**config.mk**
```make
export PLATFORM = sky130hd
export DESIGN_NAME = riscv_multicycle_ctrl
export DESIGN_NICKNAME = d
export VERILOG_FILES = /design/src/rtl/riscv_multicycle_ctrl.sv
export SDC_FILE = /design/constraint.sdc
export NUM_CORES = 1
export LEC_CHECK = 0
export ABC_AREA = 1
export BUFFER_PORTS_ARGS = -buffer_cell sky130_fd_sc_hd__buf_2
export CORE_MARGIN = 10
export CORE_UTILIZATION = 42
export DETAILED_ROUTE_END_ITERATION = 7
export PLACE_DENSITY = 0.77
export SYNTH_ARGS = -nofsm -noshare
export SYNTH_HDL_FRONTEND = slang
export SYNTH_SLANG_ARGS = --single-unit
```
**constraint.sdc**
```tcl
create_clock -name clk -period 1.41 [get_ports clk]
set_input_delay 0.0705 -clock clk [delete_from_list [all_inputs] [get_ports clk]]
set_output_delay 0.0705 -clock clk [all_outputs]
set_load 0.05 [all_outputs]
```
**src/rtl/riscv_multicycle_ctrl.sv**
```systemverilog
// Multi-cycle RISC-V control FSM: FETCH/DECODE/EXEC/MEM/WB sequencing with req/ack memory handshakes.
// Optional performance counters (cycle_cnt, instret) enabled by defining RISCV_CTRL_PERF_EN.
module riscv_multicycle_ctrl #(
  parameter int TIMEOUT = 16,
  parameter int TMO_W   = 5
) (
  input  logic       clk,
  input  logic       reset,
  input  logic       start,
  input  logic [6:0] opcode,
  input  logic [2:0] fn3,
  input  logic       fn7_b5,
  input  logic       alu_zero,
  input  logic       alu_lt,
  input  logic       imem_ack,
  input  logic       dmem_ack,
  output logic       imem_req,
  output logic       ir_we,
  output logic       pc_we,
  output logic       pc_src,
  output logic       alu_src_b,
  output logic [1:0] alu_op,
  output logic       reg_we,
  output logic [1:0] wb_sel,
  output logic       dmem_req,
  output logic       dmem_we,
  output logic       instr_done,
  output logic       halted,
  output logic [1:0] err
`ifdef RISCV_CTRL_PERF_EN
  ,
  output logic [31:0] cycle_cnt,
  output logic [31:0] instret
`endif
);

  typedef enum logic [2:0] {
    S_IDLE, S_FETCH, S_DECODE, S_EXEC, S_MEM, S_WB, S_HALT
  } state_t;

  localparam logic [6:0] OP_R     = 7'b0110011;
  localparam logic [6:0] OP_I     = 7'b0010011;
  localparam logic [6:0] OP_LUI   = 7'b0110111;
  localparam logic [6:0] OP_LOAD  = 7'b0000011;
  localparam logic [6:0] OP_STORE = 7'b0100011;
  localparam logic [6:0] OP_BR    = 7'b1100011;
  localparam logic [6:0] OP_JAL   = 7'b1101111;
  localparam logic [6:0] OP_ECALL = 7'b1110011;

  localparam logic [1:0] ERR_ILLEGAL = 2'b01;
  localparam logic [1:0] ERR_BUS     = 2'b10;
  localparam logic [1:0] ERR_ECALL   = 2'b11;

  localparam logic [TMO_W-1:0] TMO_LAST = TMO_W'(TIMEOUT - 1);

  state_t           state_q, state_d;
  logic [TMO_W-1:0] cnt_q, cnt_d;
  logic [1:0]       err_q, err_d;
  logic             taken;

  // funct7 bit is consumed by the ALU decoder, not by sequencing
  logic unused_fn7;
  assign unused_fn7 = fn7_b5;

  always_comb begin
    case (fn3)
      3'b000:  taken = alu_zero;
      3'b001:  taken = !alu_zero;
      3'b100:  taken = alu_lt;
      3'b101:  taken = !alu_lt;
      default: taken = 1'b0;
    endcase
  end

  always_ff @(posedge clk) begin
    if (!reset) begin
      state_q <= S_IDLE;
      cnt_q   <= '0;
      err_q   <= '0;
    end else begin
      state_q <= state_d;
      cnt_q   <= cnt_d;
      err_q   <= err_d;
    end
  end

  always_comb begin
    state_d    = state_q;
    cnt_d      = '0;
    err_d      = err_q;
    imem_req   = 1'b0;
    ir_we      = 1'b0;
    pc_we      = 1'b0;
    pc_src     = 1'b0;
    alu_src_b  = 1'b0;
    alu_op     = 2'b00;
    reg_we     = 1'b0;
    wb_sel     = 2'b00;
    dmem_req   = 1'b0;
    dmem_we    = 1'b0;
    instr_done = 1'b0;
    halted     = 1'b0;

    case (state_q)
      S_IDLE: begin
        if (start) state_d = S_FETCH;
      end

      // Counter is zero on entry; an ack in the final allowed cycle still wins
      S_FETCH: begin
        imem_req = 1'b1;
        if (imem_ack) begin
          ir_we   = 1'b1;
          state_d = S_DECODE;
        end else if (cnt_q == TMO_LAST) begin
          state_d = S_HALT;
          err_d   = ERR_BUS;
        end else begin
          cnt_d = cnt_q + TMO_W'(1);
        end
      end

      S_DECODE: begin
        case (opcode)
          OP_ECALL: begin
            state_d = S_HALT;
            err_d   = ERR_ECALL;
          end
          OP_R, OP_I, OP_LUI, OP_LOAD, OP_STORE, OP_BR, OP_JAL: state_d = S_EXEC;
          default: begin
            state_d = S_HALT;
            err_d   = ERR_ILLEGAL;
          end
        endcase
      end

      S_EXEC: begin
        case (opcode)
          OP_R: begin
            alu_op  = 2'b10;
            state_d = S_WB;
          end
          OP_I: begin
            alu_op    = 2'b10;
            alu_src_b = 1'b1;
            state_d   = S_WB;
          end
          OP_LUI: begin
            alu_src_b = 1'b1;
            state_d   = S_WB;
          end
          OP_LOAD, OP_STORE: begin
            alu_src_b = 1'b1;
            state_d   = S_MEM;
          end
          OP_BR: begin
            alu_op     = 2'b01;
            pc_we      = 1'b1;
            pc_src     = taken;
            instr_done = 1'b1;
            state_d    = S_FETCH;
          end
          OP_JAL: state_d = S_WB;
          default: begin
            state_d = S_HALT;
            err_d   = ERR_ILLEGAL;
          end
        endcase
      end

      S_MEM: begin
        dmem_req = 1'b1;
        dmem_we  = (opcode == OP_STORE);
        if (dmem_ack) begin
          if (opcode == OP_STORE) begin
            pc_we      = 1'b1;
            instr_done = 1'b1;
            state_d    = S_FETCH;
          end else begin
            state_d = S_WB;
          end
        end else if (cnt_q == TMO_LAST) begin
          state_d = S_HALT;
          err_d   = ERR_BUS;
        end else begin
          cnt_d = cnt_q + TMO_W'(1);
        end
      end

      S_WB: begin
        reg_we     = 1'b1;
        pc_we      = 1'b1;
        instr_done = 1'b1;
        state_d    = S_FETCH;
        if (opcode == OP_LOAD) begin
          wb_sel = 2'b01;
        end else if (opcode == OP_JAL) begin
          wb_sel = 2'b10;
          pc_src = 1'b1;
        end
      end

      S_HALT: halted = 1'b1;

      default: state_d = S_IDLE;
    endcase
  end

  assign err = err_q;

`ifdef RISCV_CTRL_PERF_EN
  always_ff @(posedge clk) begin
    if (!reset) begin
      cycle_cnt <= '0;
      instret   <= '0;
    end else begin
      if (state_q != S_IDLE && state_q != S_HALT) cycle_cnt <= cycle_cnt + 32'd1;
      if (instr_done) instret <= instret + 32'd1;
    end
  end
`endif

endmodule

```
# Word level (Yosys, flattened, before mapping)
# Cells that the tools add are included.
[op_classes]
n_reduce_logical = 12
bitwise_logic = 1
n_eq_ne = 23
mux = 41
addsub = 1
[op_table]
columns = ["cell", "count"]
rows = [
  ["7-bit by 6-bit == test with 1-bit output, second input constant", 3],
  ["7-bit == test, second input constant", 3],
  ["3-bit one-hot mux with 7 select lines", 1],
  ["3-bit 2-to-1 mux", 6],
  ["2-bit 2-to-1 mux", 8],
  ["3-bit == test, second input constant", 5],
  ["1-bit 2-to-1 mux", 15],
  ["5-bit 2-to-1 mux", 3],
  ["2-bit != test, second input constant", 5],
  ["5-bit one-hot mux with 2 select lines", 1],
  ["3-bit one-hot mux with 3 select lines", 1],
  ["2-bit one-hot mux with 2 select lines", 2],
  ["2-bit one-hot mux with 4 select lines", 1],
  ["4-bit OR reduction", 2],
  ["7-bit by 2-bit == test with 1-bit output, second input constant", 1],
  ["7-bit by 5-bit == test with 1-bit output, second input constant", 1],
  ["7-bit OR reduction", 1],
  ["3-bit by 1-bit == test with 1-bit output, second input constant", 2],
  ["3-bit by 2-bit == test with 1-bit output, second input constant", 2],
  ["3-bit zero test", 2],
  ["5-bit by 1-bit adder with 5-bit output, second input constant", 1],
  ["5-bit by 4-bit == test with 1-bit output, second input constant", 1],
  ["5-bit AND reduction", 1],
  ["1-bit one-hot mux with 4 select lines", 1],
  ["7 further kinds", 9],
]
[totals]
in_bits = 18
output_inout_bits = 16
wordCells = 81
reg_bits = 10

# Longest topological paths before layout
[logic_depth]
ltp_word = 4
ltp_mapped = 10
depth_no_buf = 10

# Worst setup path before layout
# OpenSTA, ideal clock, no wires.
[synth_path]
kind = "reg2out"
start = "register state_q[2]"
end = "output wb_sel[0]"
required_ps = 1340
path_stages_with_launch = 5
n_path_buf = 0
arrival_ps = 2977
slack_ps = -1638
path_cell_list = "dfxtp_1 > nand2_1 > nor2_1 > inv_1 > nor4_1"
[synth_between]
elab_chain_cells = 2
[synth_lines]
columns = ["element", "line", "source"]
rows = [
  ["start: declaration", "56", "state_t state_q, state_d;"],
  ["start signal: assignment", "81", "state_q <= state_d;"],
  ["3-bit == test", "104", "case (state_q)"],
  ["2-bit 2-to-1 mux", "104", ""],
  ["end: declaration", "24", "output logic [1:0] wb_sel,"],
]
# Every way passes these cells.

# Worst setup path in the final report
[layout_path]
start = "register state_q[2]"
end = "output alu_op[1]"
[layout_between]
elab_chain_cells = 2
[layout_lines]
columns = ["element", "line", "source"]
rows = [
  ["3-bit by 2-bit == test with 1-bit output", "104", ""],
  ["2-bit 2-to-1 mux", "104", ""],
  ["end: declaration", "22", "output logic [1:0] alu_op,"],
]
# Every way passes these cells.

==> results.md <==
- Initial antenna violation count: 0
- CP Class: register to output port
- Die Y: between 60 and 70 µm
- Setup TNS: -0.365 ns
- RD Place Congestion: roughly 0.89
- IO Count: 34
- Area delta synth->final: 58.8%
- WP buf/inv: 3
- Max incr delay on CP: a little under 0.4 ns
- Worst Hold Class: primary input to register
- Critical path launch point type: register
- Initial core utilization: 0.453
- H-Tree Depth: 1
- Input/output buffers: 32
- Violated checks: negative setup slack
- Core area: between 1500 and 2000 µm²
- Post-detail-place hpwl: between 1500 and 2000 µm
- Slew HR: 0.833
- Cell-by-cell trace of the critical path: inv_4, nand3_2, buf_4, nor3_2, buf_6
- Leading cell type in the layout, fill and taps excluded: nand2_1
- Clk_skew: roughly 0.0043 ns
- Root Driver: clkbuf_4
- CTS tree: built
- Global route total overflow: 0
- Post-Syn Area per Cell: slightly above 6 µm²
- Drt drc: 0
- Pwr Total: between 1500 and 2000 µW
- DR WL/cell: around 12 µm
- CTS max path bufs: 2
- WL final: between 2000 and 2500 µm
- Overall Global Routing Usage: 0.119
- TritonRoute pass-1 iters: 4
- Syn. warnings: 0
- Count of final setup violators: 7
- Worst Tran Pin Value: ~0.25 ns
- Fin. max-slew vios: 0
- Outcome: complete, but fails checks
- TritonCTS buffer count: 3
- Sequential fraction of the synthesis area: 0.250
- Clock slew at reported path FFs: about 0.070 ns
- Seq cells post-synth: 10
- FMAX: approximately 0.66 GHz
- VDD IR max: a little under 0.0009 V
- Total number of vias: between 1k and 1.5k
- # rows: 15
- Num Clock Sinks: 10
- First-pass GRT wire length: roughly 4000 µm
- Worst path required time: between 1 and 1.5 ns
- RSZ-0062 raised after global routing: true
- Post-Syn Nets: between 100 and 150
- Fin crit share: 1.07
- Leak Pwr: around 0.00063 µW
- Total die area: 4050 µm²
- Final setup margin: -0.102 ns
- Post-Synthesis Cells: 130
- Worst Path Max Fanout: 8
- Final nets: 196
- CP delay by family, top: buffers and inverters
- Maximum number of pins on one net before global-route repair: 9
- Cell Area, Synth: between 700 and 800 µm²
- Crit end category: output port
- Share of layout cells above drive strength 1: 0.466
- Max cap viols: 0
- Most frequent cells in the layout: nand2_1 (23), buf_2 (22), nor2_1 (19), inv_1 (18), buf_4 (14)
- Util after Layout: 0.720
- Unique masters post-synth: 29
- Min cycle time layout: about 1.5 ns
- Initial drt markers: 19
- Worst-Skew Late Latency: between 0.2 and 0.3 ns
- Vias per inst: 5.00
- CP arrival: roughly 1.4 ns
- Number of antenna diodes: 0
- Final Hold Fails: 0
- Chip Width: around 64 µm
- ANT nets after route: 0
- Fillers: 161
- CP max-delay cell: dfxtp_4
- Vias in the first global route: a little over 900
- Cell area power density: ~1400 nW/µm²
power breakdown:
part / switching [µW] / total, µW / leakage (µW) / internal, µW
sequential: 109 / 462 / 0.0000832 / 354
clock: 113 / 270 / 0.0000210 / 157
combinational: 630 / 993 / 0.000522 / 363
total: 852 / 1730 / 0.000626 / 874
area by class of cell:
cell class              instances  area [µm²]  area share
well taps                      25        31.3      0.0246
multi-input cells              94         588       0.463
clock buffers                   4        36.3      0.0286
flip-flops and latches         10         211       0.167
repair buffers                 43         294       0.232
inverters                      25         109      0.0857
cells in the mapped netlist (all sizes together):
library cell / count / area, µm²
nor2: 27 / 116
inv: 25 / 93.8
nor3: 4 / 20.0
dfxtp: 10 / 200
buf: 1 / 7.51
o211ai: 3 / 27.5
a311oi: 1 / 15.0
nor4: 1 / 6.26
ha: 1 / 12.5
nand3b: 2 / 15.0
nand2: 29 / 116
nand3: 9 / 50.1
o22ai: 2 / 12.5
or2: 1 / 6.26
a21oi: 3 / 15.0
mux2i: 1 / 10.0
xor2: 1 / 8.76
o21ai: 3 / 18.8
nand4: 3 / 18.8
o31ai: 1 / 7.51
xnor2: 1 / 8.76
a211oi: 1 / 12.5
sequential cells by signal (all words and copies together), names as in the netlist:
signal / flops
err: 2
state_q: 3
cnt_q: 5
cell families after synthesis:
kind of cell	count (synthesis)	synth area share
AO/OA/AOI/OAI	14	0.136
flip-flops	10	0.250
buffers and inverters	26	0.127
XOR/XNOR	2	0.0219
multiplexers	1	0.0125
AND/OR/NAND/NOR	76	0.437
adder cells (fa/ha/maj)	1	0.0156
worst register-to-register path: stages (launching register included):
cell	delay, ns
dfxtp_4	0.38
buf_4	0.14
nor2_2	0.15
nand2_1	0.11
nand2_1	0.11
nor2_1	0.06
nor2_2	0.12
nand3_1	0.11
nor2_1	0.09
nor2_1	0.05
stage by stage:
| step | worst slack [ns] | hold slack, ns | cells | area (µm²) |
|---|---|---|---|---|
| 3_5_place_dp | 0.0186 | 0.346 | 191 | 1110 |
| 5_1_grt | -0.199 | 0.0660 | 201 | 1270 |
| 3_3_place_gp | 0.0571 | 0.329 | 191 | 1110 |
| 4_1_cts | -0.100 | 0.0501 | 201 | 1250 |
| 6_report | -0.102 | 0.0482 | 201 | 1270 |
| 2_1_floorplan | -0.589 | 0.191 | 130 | 893 |
per-layer routing:
layer | vias to the layer above | wire (µm) | global-route usage
met2 | 26 | 1290 | 0.205
met3 | 5 | 141 | 0.0406
met4 | 0 | 44 | 0.0574
li1 | 514 | - | -
met5 | - | 0 | 0
met1 | 459 | 1010 | 0.126
worst paths after layout:
path / slack (ns) / endpoint / start / depth (start not counted)
hold reg to reg: 0.47 / cnt_q[4] / cnt_q[4] / 2
setup reg to reg: 0 / err[1] / state_q[0] / 9
setup / recovery: -0.10 / alu_op[1] / state_q[2] / 5
hold / removal: 0.05 / err[1] / reset / 3
repair_timing:
item / in CTS / in global routing
setup endpoints to repair: 10 / 13
hold endpoints to repair: 0 / 0
gates resized for setup: 22 / 5
hold buffers: 0 / 0
setup buffers: 6 / 0
pin swaps: 4 / 2
Note: power is estimated with default switching activity, not from simulation.
